===== src/rtl/audio_nios_led_pkg.sv =====
// Shared constants and types for the Nios LED fader: intensity level width,
// full-scale level and the top count of the PWM compare counter.
package audio_nios_led_pkg;

  localparam int LVL_BITS = 4;
  localparam int LVL_MAX  = (1 << LVL_BITS) - 1;
  localparam int PWM_TOP  = LVL_MAX - 1;

  typedef logic [LVL_BITS-1:0] level_t;

endpackage


===== src/rtl/audio_nios_led_channel.sv =====
// One LED: peak-hold level register with stepped decay, and the PWM compare
// that turns the level into a duty cycle.
module audio_nios_led_channel
  import audio_nios_led_pkg::*;
(
  input  logic   clk_i,
  input  logic   reset_i,
  input  logic   enable_i,
  input  logic   freeze_i,
  input  logic   decay_tick_i,
  input  logic   pat_bit_i,
  input  level_t pwm_cnt_i,
  output logic   led_o,
  output logic   fade_o
);

  localparam level_t LVL_FULL = level_t'(LVL_MAX);
  localparam level_t LVL_ZERO = level_t'(0);
  localparam level_t LVL_ONE  = level_t'(1);

  level_t level_q, level_d;
  logic   led_q, led_d;

  // Level update priority and output compare.
  always_comb begin
    level_d = level_q;
    led_d   = 1'b0;
    if (!enable_i) begin
      level_d = pat_bit_i ? LVL_FULL : LVL_ZERO;
      // Bypass drives from the freshly loaded level so latency matches fade mode.
      led_d   = (level_q == LVL_FULL);
    end else begin
      if (pat_bit_i) begin
        level_d = LVL_FULL;
      end else if (decay_tick_i && !freeze_i && (level_q != LVL_ZERO)) begin
        level_d = level_q - LVL_ONE;
      end else begin
        level_d = level_q;
      end
      led_d = (level_q > pwm_cnt_i);
    end
  end

  // Level and LED registers.
  always_ff @(posedge clk_i) begin
    if (reset_i) begin
      level_q <= LVL_ZERO;
      led_q   <= 1'b0;
    end else begin
      level_q <= level_d;
      led_q   <= led_d;
    end
  end

  assign led_o  = led_q;
  assign fade_o = !pat_bit_i && (level_q != LVL_ZERO) && (level_q != LVL_FULL);

endmodule


===== src/rtl/audio_nios_led_fader.sv =====
// VU-style LED fader behind the Nios LED PIO: pattern register, PWM and decay
// prescalers shared by all channels, and the registered fading flag.
module audio_nios_led_fader
  import audio_nios_led_pkg::*;
#(
  parameter int WIDTH     = 26,
  parameter int PWM_DIV   = 64,
  parameter int DECAY_DIV = 50000
) (
  input  logic             clk,
  input  logic             reset,
  input  logic             enable,
  input  logic             freeze,
  input  logic [WIDTH-1:0] pattern_in,
  output logic [WIDTH-1:0] led_out,
  output logic             fading
);

  localparam int PRE_W = (PWM_DIV > 1) ? $clog2(PWM_DIV) : 1;
  localparam int DEC_W = (DECAY_DIV > 1) ? $clog2(DECAY_DIV) : 1;
  localparam logic [PRE_W-1:0] PRE_TOP = PRE_W'(PWM_DIV - 1);
  localparam logic [DEC_W-1:0] DEC_TOP = DEC_W'(DECAY_DIV - 1);
  localparam level_t           CNT_TOP = level_t'(PWM_TOP);

  logic [WIDTH-1:0] pat_q;
  logic [PRE_W-1:0] pwm_pre_q, pwm_pre_d;
  level_t           pwm_cnt_q, pwm_cnt_d;
  logic [DEC_W-1:0] decay_pre_q, decay_pre_d;
  logic             fading_q, fading_d;
  logic             pwm_tick, period_end, decay_tick;
  logic [WIDTH-1:0] fade_vec;

  // Prescaler next-state; bypass parks every timer at zero.
  always_comb begin
    pwm_tick    = (pwm_pre_q == PRE_TOP);
    period_end  = pwm_tick && (pwm_cnt_q == CNT_TOP);
    decay_tick  = enable && period_end && (decay_pre_q == DEC_TOP);
    pwm_pre_d   = pwm_pre_q;
    pwm_cnt_d   = pwm_cnt_q;
    decay_pre_d = decay_pre_q;
    if (!enable) begin
      pwm_pre_d   = {PRE_W{1'b0}};
      pwm_cnt_d   = level_t'(0);
      decay_pre_d = {DEC_W{1'b0}};
    end else begin
      pwm_pre_d = pwm_tick ? {PRE_W{1'b0}} : (pwm_pre_q + PRE_W'(1));
      if (pwm_tick) begin
        pwm_cnt_d = (pwm_cnt_q == CNT_TOP) ? level_t'(0) : (pwm_cnt_q + level_t'(1));
      end else begin
        pwm_cnt_d = pwm_cnt_q;
      end
      if (period_end) begin
        decay_pre_d = (decay_pre_q == DEC_TOP) ? {DEC_W{1'b0}} : (decay_pre_q + DEC_W'(1));
      end else begin
        decay_pre_d = decay_pre_q;
      end
    end
    fading_d = enable && (|fade_vec);
  end

  // Pattern capture, timers and fading flag.
  always_ff @(posedge clk) begin
    if (reset) begin
      pat_q       <= {WIDTH{1'b0}};
      pwm_pre_q   <= {PRE_W{1'b0}};
      pwm_cnt_q   <= level_t'(0);
      decay_pre_q <= {DEC_W{1'b0}};
      fading_q    <= 1'b0;
    end else begin
      pat_q       <= pattern_in;
      pwm_pre_q   <= pwm_pre_d;
      pwm_cnt_q   <= pwm_cnt_d;
      decay_pre_q <= decay_pre_d;
      fading_q    <= fading_d;
    end
  end

  for (genvar i = 0; i < WIDTH; i++) begin : g_ch
    audio_nios_led_channel u_ch (
      .clk_i        (clk),
      .reset_i      (reset),
      .enable_i     (enable),
      .freeze_i     (freeze),
      .decay_tick_i (decay_tick),
      .pat_bit_i    (pat_q[i]),
      .pwm_cnt_i    (pwm_cnt_q),
      .led_o        (led_out[i]),
      .fade_o       (fade_vec[i])
    );
  end

  assign fading = fading_q;

endmodule


===== config.mk =====
export PLATFORM = sky130hd
export DESIGN_NAME = audio_nios_led_fader
export DESIGN_NICKNAME = d
export VERILOG_FILES = /design/src/rtl/audio_nios_led_pkg.sv /design/src/rtl/audio_nios_led_channel.sv /design/src/rtl/audio_nios_led_fader.sv
export SDC_FILE = /design/constraint.sdc
export NUM_CORES = 1
export LEC_CHECK = 0
export BUFFER_PORTS_ARGS = -buffer_cell sky130_fd_sc_hd__buf_4
export CORE_AREA = 4 4 211 151
export DETAILED_ROUTE_END_ITERATION = 6
export DIE_AREA = 0 0 215 155
export GPL_ROUTABILITY_DRIVEN = 1
export GPL_TIMING_DRIVEN = 0
export PLACE_DENSITY = 0.54
export SLEW_MARGIN = 20
export SYNTH_ARGS = -nofsm -noshare
export SYNTH_HDL_FRONTEND = slang
export SYNTH_SLANG_ARGS = --single-unit

===== constraint.sdc =====
create_clock -name clk -period 3.15 [get_ports clk]
set_input_delay 0.7875 -clock clk [delete_from_list [all_inputs] [get_ports clk]]
set_output_delay 0.7875 -clock clk [all_outputs]
set_load 0.05 [all_outputs]

==> results.sh <==
export IMPL_hold_path_class="flip-flop to flip-flop"
export IMPL_finClkSkew_ns=0.00999
export IMPL_drcViolationCount=0
export IMPL_slew_violations=0
export IMPL_tightest_slew_ns=1.14
export IMPL_num_fill_cells=2908
export IMPL_cap_violations=0
export IMPL_dpl_cell_area_mm2=0.0128
export IMPL_antenna_found_initial=0
export IMPL_die_h_um=155
export IMPL_fin_ws_ns=0.296
export IMPL_ant_nets=0
export IMPL_grt_pass1_wl_mm=61.0
export IMPL_synth_flop_cell="dfxtp_1"
export IMPL_synth_net_count=1564
export IMPL_post_place_ws_ns=-0.106
export IMPL_syn_area_per_cell_um2=8.61
export IMPL_cp_required_ns=3.51
export IMPL_cp_max_fo=10
export IMPL_n_antenna_cell=0
export IMPL_cts_resized=0
export IMPL_finalSetupViolCount=0
export IMPL_cts_hold_buf=0
export IMPL_max_freq_mhz=350
export IMPL_finalWeightedCongestion=0.900
export IMPL_peakVddDrop_uv=350
export IMPL_cts_max_level=4
export IMPL_core_mm2=0.0298
export IMPL_clk_pin_slew_ns=0.07
export IMPL_area_growth_pct=13.6
export IMPL_synth_edf_count=0
export IMPL_pin_count=57
export IMPL_final_cell_area_mm2=0.0135
export IMPL_multiInputGateArea_mm2=0.00728
export IMPL_ctsRootBufferMaster="clkbuf_16"
export IMPL_yosysWarnings=0
export IMPL_cts_sinks=183
export IMPL_grtUsageTotal_pct=23.8
export IMPL_wire_per_inst_um=21.6
export IMPL_ys_seq_area_share_pct=30.9
export IMPL_final_common_cell="dfxtp_1"
export IMPL_num_rows=53
export IMPL_dieArea_mm2=0.0333
export IMPL_regArea_mm2=0.00366
export IMPL_vias=10900
export IMPL_post_cts_buffers=0
export IMPL_async_flop_share_pct=0
export IMPL_holdWs_ns=0.449
export IMPL_clkLatencyLatePin_ns=0.46
export IMPL_start_util_pct=39.8
export IMPL_overflow=0
export IMPL_status="completed"
export IMPL_io_buffers=56
export IMPL_first_iter_violations=1036
export IMPL_syn_instance_count=1376
export IMPL_drive_gt1_share_pct=10.4
export IMPL_final_cell_mix="dfxtp_1, ha_1, inv_1, a21oi_1, buf_4"
export IMPL_rsz0062_at_grt="no"
export IMPL_synth_distinct_cells=55
export IMPL_crit_path_start_kind="input pin"
export IMPL_hold_viol=0
export IMPL_cellLeakagePower_nw=5.21
export IMPL_synth_area_mm2=0.0118
export IMPL_slew_limit_headroom_pct=23.9
export IMPL_dp_hpwl_mm=27.7
export IMPL_synth_seq_cells=183
export IMPL_cts_buffers=17
export IMPL_crit_arrival_ns=3.22
export IMPL_die_w_um=215
export IMPL_endpoint_kind="flip-flop"
export IMPL_period_needed_ns=2.85
export IMPL_period_share_pct=90.6
export IMPL_final_nets=1643
export IMPL_viasPerCell=5.89
export IMPL_postRouteWirelength_mm=40.1
export IMPL_finalSetupTns_ns=0
export IMPL_dr_pass1_iters=5
export IMPL_path_class="input pin to flip-flop"
export IMPL_cts_buffer_depth=2
export IMPL_p_per_area_mw_per_mm2=439
export IMPL_cts_tree="built"
export IMPL_grt_pass1_vias=10100
export IMPL_grt_max_degree=23
-- worst max-delay path, stage by stage --
cell and delay, ns:
buf_4 0.13, clkbuf_1 0.31, clkbuf_1 0.57, clkbuf_1 0.91, o211ai_1 0.19, a21oi_1 0.29
-- synthesized netlist by cell type (5+ instances only) --
cell	instances	area, um^2
a211oi_1	22	165
a21o_1	14	105
a21oi_1	88	440
a311oi_1	23	201
a31oi_1	50	313
a41o_1	5	50.1
a41oi_1	15	131
and3_1	13	81.3
buf_2	10	50.1
buf_4	26	195
clkbuf_1	46	173
dfxtp_1	183	3660
ha_1	158	1980
inv_1	118	443
mux2_2	15	169
nand2_1	72	270
nand2b_1	12	75.1
nand3_1	18	90.1
nand3b_1	5	37.5
nand4_1	36	225
nand4b_1	21	184
nor2_1	74	278
nor2b_1	62	388
nor3_1	17	85.1
nor3b_1	6	45.0
nor4_1	5	31.3
o2111ai_1	7	61.3
o211ai_1	52	390
o21a_1	53	398
o21ai_0	12	60.1
o311a_1	9	90.1
or3_1	44	275
or4_1	16	120
xnor2_1	14	123
xor2_1	5	43.8
-- metrics by stage --
| step | instances | total power, mW | utilization [%] |
|---|---|---|---|
| CTS | 1852 | 5.93 | 45.2 |
| global placement | 1817 | 3.55 | 42.8 |
| detailed placement | 1821 | 3.56 | 43.1 |
| finish | 1852 | 5.90 | 45.2 |
| floorplan | 1376 | 3.25 | - |
| global route | 1852 | 6.16 | 45.2 |
-- per-layer routing --
layer / GRT usage [%] / routed length [um] / share of wire (%) / vias up
met2: 33.2 / 16100 / 40 / 398
met4: 8.58 / 1130 / 2.8 / 0
li1: - / - / - / 5231
met1: 36.3 / 20000 / 50 / 5223
met5: 0 / 0 / 0 / -
met3: 4.20 / 2870 / 7.2 / 62
-- layout make-up --
| cell class | count | area share (%) |
|---|---|---|
| inverters | 118 | 3.29 |
| clock buffers | 20 | 3.39 |
| well taps | 385 | 3.58 |
| plain buffers | 88 | 3.44 |
| flip-flops and latches | 183 | 27.2 |
| repair buffers | 60 | 3.72 |
| multi-input cells | 987 | 54.1 |
| clock inverters | 11 | 1.27 |
-- flip-flops by register name (all words and copies together) (netlist names) --
signal / flops
decay_pre_q: 16
fading: 1
g_ch.u_ch.led_o: 26
g_ch.u_ch.level_q: 104
pat_q: 26
pwm_cnt_q: 4
pwm_pre_q: 6
-- final timing paths --
path | start | endpoint | slack [ns] | cells past startpoint
max | enable | g_ch[19].u_ch.led_o$_SDFF_PP0_ | 0.30 | 6
min | pwm_pre_q[0]$_SDFF_PP0_ | pwm_pre_q[0]$_SDFF_PP0_ | 0.45 | 1
max reg2reg | pwm_pre_q[0]$_SDFF_PP0_ | g_ch[0].u_ch.level_q[2]$_SDFFE_PP0P_ | 0.46 | 8
min reg2reg | pwm_pre_q[0]$_SDFF_PP0_ | pwm_pre_q[0]$_SDFF_PP0_ | 0.45 | 1
-- power by group --
group | internal [mW] | switching (mW) | leakage [nW]
Combinational | 0.397 | 0.562 | 3.40
Sequential | 2.43 | 0.147 | 1.51
Clock | 1.37 | 1.00 | 0.302
Total | 4.19 | 1.71 | 5.21
-- cells by family (layout without fill, tap and decap cells) --
group,count (synthesis),count (layout),share of synthesized area (%)
XOR/XNOR,19,19,1.40
adder cells (fa/ha/maj),158,158,16.7
multiplexers,19,19,1.76
flip-flops,183,183,30.9
AND/OR/NAND/NOR,415,415,19.5
AO/OA/AOI/OAI,376,376,22.1
buffers and inverters,206,297,7.65
No activity file was read; power rests on OpenSTA's default activity.
